$ cat src/rtl/reset_sequencer.sv
// Staged reset sequencer: holds the SoC in reset until the clock source is locked and stable,
// then releases the peripheral reset first and the core reset STAGE_GAP cycles later.
module reset_sequencer #(
  parameter int unsigned HOLD_CYCLES = 16,
  parameter int unsigned STAGE_GAP   = 4,
  parameter int unsigned SYNC_STAGES = 2
) (
  input  logic       clk,
  input  logic       resetn,
  input  logic       locked,
  input  logic       soft_reset_req,
  output logic       reset_periph,
  output logic       reset,
  output logic       ready,
  output logic [1:0] reset_cause,
  output logic [7:0] reset_count
);

  localparam int unsigned CNT_MAX = (HOLD_CYCLES > STAGE_GAP) ? HOLD_CYCLES : STAGE_GAP;
  localparam int unsigned CW      = (CNT_MAX > 1) ? $clog2(CNT_MAX) : 1;

  localparam logic [CW-1:0] HOLD_LAST = CW'(HOLD_CYCLES - 1);
  localparam logic [CW-1:0] GAP_LAST  = CW'(STAGE_GAP - 1);

  localparam logic [1:0] CAUSE_POR  = 2'd0;
  localparam logic [1:0] CAUSE_LOCK = 2'd1;
  localparam logic [1:0] CAUSE_SOFT = 2'd2;
  localparam logic [7:0] COUNT_SAT  = 8'hFF;

  typedef enum logic [1:0] {
    WAIT_LOCK  = 2'd0,
    HOLD       = 2'd1,
    REL_PERIPH = 2'd2,
    RUN        = 2'd3
  } state_t;

  if (SYNC_STAGES < 2) begin : g_bad_sync
    $error("reset_sequencer: SYNC_STAGES must be at least 2");
  end

  state_t          state, state_d;
  logic [CW-1:0]   cnt, cnt_d;
  logic [SYNC_STAGES-1:0] sync_q;
  logic            locked_s;
  logic            lock_loss, soft_evt;

  logic            reset_periph_d, reset_d, ready_d;
  logic [1:0]      reset_cause_d;
  logic [7:0]      reset_count_d;

  // Lock synchronizer; only its last stage feeds the FSM.
  always_ff @(posedge clk or negedge resetn) begin
    if (!resetn) sync_q <= '0;
    else         sync_q <= {sync_q[SYNC_STAGES-2:0], locked};
  end

  assign locked_s = sync_q[SYNC_STAGES-1];

  // State, counter and output registers.
  always_ff @(posedge clk or negedge resetn) begin
    if (!resetn) begin
      state        <= WAIT_LOCK;
      cnt          <= '0;
      reset_periph <= 1'b1;
      reset        <= 1'b1;
      ready        <= 1'b0;
      reset_cause  <= CAUSE_POR;
      reset_count  <= '0;
    end else begin
      state        <= state_d;
      cnt          <= cnt_d;
      reset_periph <= reset_periph_d;
      reset        <= reset_d;
      ready        <= ready_d;
      reset_cause  <= reset_cause_d;
      reset_count  <= reset_count_d;
    end
  end

  // Next-state and counter; lock loss outranks a coincident soft request.
  always_comb begin
    state_d   = state;
    cnt_d     = cnt;
    lock_loss = 1'b0;
    soft_evt  = 1'b0;
    unique case (state)
      WAIT_LOCK: begin
        if (locked_s) begin
          state_d = HOLD;
          cnt_d   = '0;
        end
      end
      HOLD: begin
        if (!locked_s) begin
          lock_loss = 1'b1;
        end else if (cnt == HOLD_LAST) begin
          state_d = REL_PERIPH;
          cnt_d   = '0;
        end else begin
          cnt_d = cnt + CW'(1);
        end
      end
      REL_PERIPH: begin
        if (!locked_s) begin
          lock_loss = 1'b1;
        end else if (cnt == GAP_LAST) begin
          state_d = RUN;
          cnt_d   = '0;
        end else begin
          cnt_d = cnt + CW'(1);
        end
      end
      RUN: begin
        if (!locked_s) begin
          lock_loss = 1'b1;
        end else if (soft_reset_req) begin
          soft_evt = 1'b1;
          state_d  = HOLD;
          cnt_d    = '0;
        end
      end
      default: begin
        state_d = WAIT_LOCK;
        cnt_d   = '0;
      end
    endcase
    if (lock_loss) begin
      state_d = WAIT_LOCK;
      cnt_d   = '0;
    end
  end

  // Output next-values decode from the next state so the registered outputs track the state exactly.
  always_comb begin
    reset_periph_d = (state_d == WAIT_LOCK) || (state_d == HOLD);
    reset_d        = (state_d != RUN);
    ready_d        = (state_d == RUN);
    reset_cause_d  = reset_cause;
    reset_count_d  = reset_count;
    if (lock_loss)     reset_cause_d = CAUSE_LOCK;
    else if (soft_evt) reset_cause_d = CAUSE_SOFT;
    if ((lock_loss || soft_evt) && (reset_count != COUNT_SAT)) begin
      reset_count_d = reset_count + 8'd1;
    end
  end

endmodule
$ cat config.mk
export PLATFORM = sky130hd
export DESIGN_NAME = reset_sequencer
export DESIGN_NICKNAME = d
export VERILOG_FILES = /design/src/rtl/reset_sequencer.sv
export SDC_FILE = /design/constraint.sdc
export NUM_CORES = 1
export LEC_CHECK = 0
export CAP_MARGIN = 20
export CORE_ASPECT_RATIO = 0.6
export CORE_UTILIZATION = 50
export DETAILED_ROUTE_END_ITERATION = 16
export PLACE_DENSITY = 0.71
export SYNTH_ARGS = -nofsm -noshare
export SYNTH_HDL_FRONTEND = slang
export SYNTH_SLANG_ARGS = --single-unit
$ cat constraint.sdc
create_clock -name clk -period 2.1 [get_ports clk]
set_clock_uncertainty 0.1 [all_clocks]
set_input_delay 0.63 -clock clk [delete_from_list [all_inputs] [get_ports clk]]
set_output_delay 0.63 -clock clk [all_outputs]
set_load 0.05 [all_outputs]
==> reports/results.ini <==
[logic_synthesis]
synth.largest_area_cell = dfrtp_1
ys_ff_latch = 21
synth_cells = 102
syn-cell-area_um2 = 1120
synth_async_sr_flop_share = 1.00
synth_common_cells = dfrtp_1, nand2_1, nor2_1, ha_1
ys_warn_count = 0
yosysSeqAreaShare = 0.473
syn_avg_cell_area_um2 = 11.0
synthTopCellsByArea = dfrtp_1, ha_1, dfstp_2
synth_top_area_share = 0.426
ys_types = 41
synth_edf_count = 0
yosysMostFrequentCell = dfrtp_1
yosys_most_used_dff = dfrtp_1
synth_nets = 113

[cells_and_area]
final_area_um2 = 1360
num-nets-final = 135
diodes = 0
multi_input_area_um2 = 554
fillers = 170
area_delta_synth_final_pct = 21.8
regArea_um2 = 528
drive_above_1_share = 0.260
layout.cells.non_filler = 151

[place]
pre_cts_slack_ns = -0.0617
placed_cell_area_um2 = 1310
place_congestion = 0.807
dp.cells = 147
port_buffers = 16
post-dp-hpwl_um = 1510

[grt]
antenna_found_initial = 0
grt_pass1_vias = 679
overflow = 0
grt_start_max_net_pins = 22
track_usage = 0.187
grt_pass1_wl_um = 3260

[clocking]
cts.sinks = 21
clk_latency_ns = 0.26
cts_tree = yes
path_clk_slew_ns = 0.08
hold_buffers = 0
numCtsBuffers = 3
cts_resized = 0
post_cts.repair.setup_buffers = 0
htreeDepth = 1
cts_buffer_depth = 2
root_buffer = clkbuf_8

[floorplan]
die_h_um = 38.6
die_area_um2 = 2430
initial_core_util = 0.568
fp.coreArea_um2 = 1970
die_w_um = 63.0
ios = 17
rows = 12

[timing]
slew_viol_final = 0
slew-limit-headroom = 0.715
hold_slack_ns = 0.267
max_freq_mhz = 501
setup_viol = 0
rsz0062_at_grt = no
worstMarginPinSlew_ns = 0.428
final.period_utilization = 0.950
setup_ws_ns = 0.106
hold_violations = 0
fin_crit_ns = 1.99

[worst_hold_path]
hp-class = flip-flop to flip-flop

[power]
p_sw_uw = 614
seqPwrFrac = 0.395
peakVddDrop_mv = 0.692
power_density_nw_per_um2 = 1060
p_sw_frac = 0.427
p_leak_nw = 0.620
p_int_uw = 824
total_power_mw = 1.44
comb_power_share = 0.424
pwr-share-clk = 0.181

[critical_path]
end_kind = flip-flop
crit_type = flip-flop to flip-flop
cp.required_ns = 2.17
arrival_ns = 2.07
critPathMaxFanout = 6
cp-start-kind = flip-flop

[detailed_routing]
drcViolationCount = 0
vias = 791
avgViaCountPerCell = 5.24
postRouteAntennaNets = 0
drt_iter0_markers = 26
drt-total-wl_um = 2000
dr.pass1.iters = 4
avgRoutedWirePerCell_um = 13.3

[status]
status = finished, final reports clean

[flow_run]
cap_violations = 0

## area by class of cell
cell class                 instances  share of cell area
clock buffer                       3              0.0303
clock inverter                     1             0.00368
inverter                           6              0.0165
multi-input combinational         73               0.407
sequential                        21               0.388
tap                               28              0.0257
timing repair buffer              19               0.129
## logic make-up after synthesis
family / share of synthesized area
AO/OA/AOI/OAI: 0.175
XOR/XNOR: 0.0549
adder cells (fa/ha/maj): 0.0784
buffers and inverters: 0.0370
flip-flops: 0.473
multiplexers: 0.0101
AND/OR/NAND/NOR: 0.172
## registers in the layout, summed over array words and instances (netlist names)
signal        count
reset_count       8
cnt               4
reset_cause       2
state             2
sync_q            2
ready             1
reset             1
reset_periph      1
## through the flow
step	util	setup TNS [ns]
floorplan	-	0
global placement	0.665	-0.105
detailed placement	0.665	-0.202
CTS	0.689	0
global route	0.692	0
finish	0.692	0
## placed cells by master, fill, tap and decap left out, types with 2 or more instances in the layout
cell             instances
dfstp_2                  2
nor3_1                   3
dfrtp_1                 19
buf_12                   2
nand4_1                  2
nand3_1                  2
a311oi_2                 2
a21oi_1                  4
nand2_1                  8
buf_4                   14
inv_1                    6
xor2_1                   6
ha_1                     7
clkbuf_8                 3
nor2_1                   8
clkdlybuf4s50_1          3
o21ai_0                  6
## per-layer routing
layer / track usage / routed length (um)
met1: 0.277 / 1130
met2: 0.261 / 773
met3: 0.0706 / 102
met4: 0.0174 / 0
met5: 0 / 0
## critical path, cell delays in order, from the launching register on
cell and delay, ns:
dfrtp_1 0.44, inv_1 0.11, ha_1 0.29, o41ai_2 0.38, o21ai_2 0.14, nand2b_1 0.21
o31ai_1 0.24
## final timing paths
kind,endpoint,from,depth (start not counted),slack (ns)
setup / recovery,cnt[3]$_DFFE_PN0P_,state[0]$_DFF_PN0_,6,0.11
max in group asynchronous,reset_periph$_DFF_PN1_,resetn,2,1.03
hold / removal,sync_q[1]$_DFF_PN0_,sync_q[0]$_DFF_PN0_,0,0.27
hold reg to reg,sync_q[1]$_DFF_PN0_,sync_q[0]$_DFF_PN0_,0,0.27
setup reg to reg,cnt[3]$_DFFE_PN0P_,state[0]$_DFF_PN0_,6,0.11
min in group asynchronous,reset_count[3]$_DFFE_PN0P_,resetn,2,0.60
## power by group through the flow
stage               clock, mW  sequential (mW)  combinational, mW
finish                  0.261            0.567              0.610
floorplan                   0            0.729              0.277
global placement            0            0.571              0.594
global route            0.287            0.581              0.653
CTS                     0.268            0.567              0.608
detailed placement          0            0.575              0.605
No activity file was read; power rests on OpenSTA's default activity.
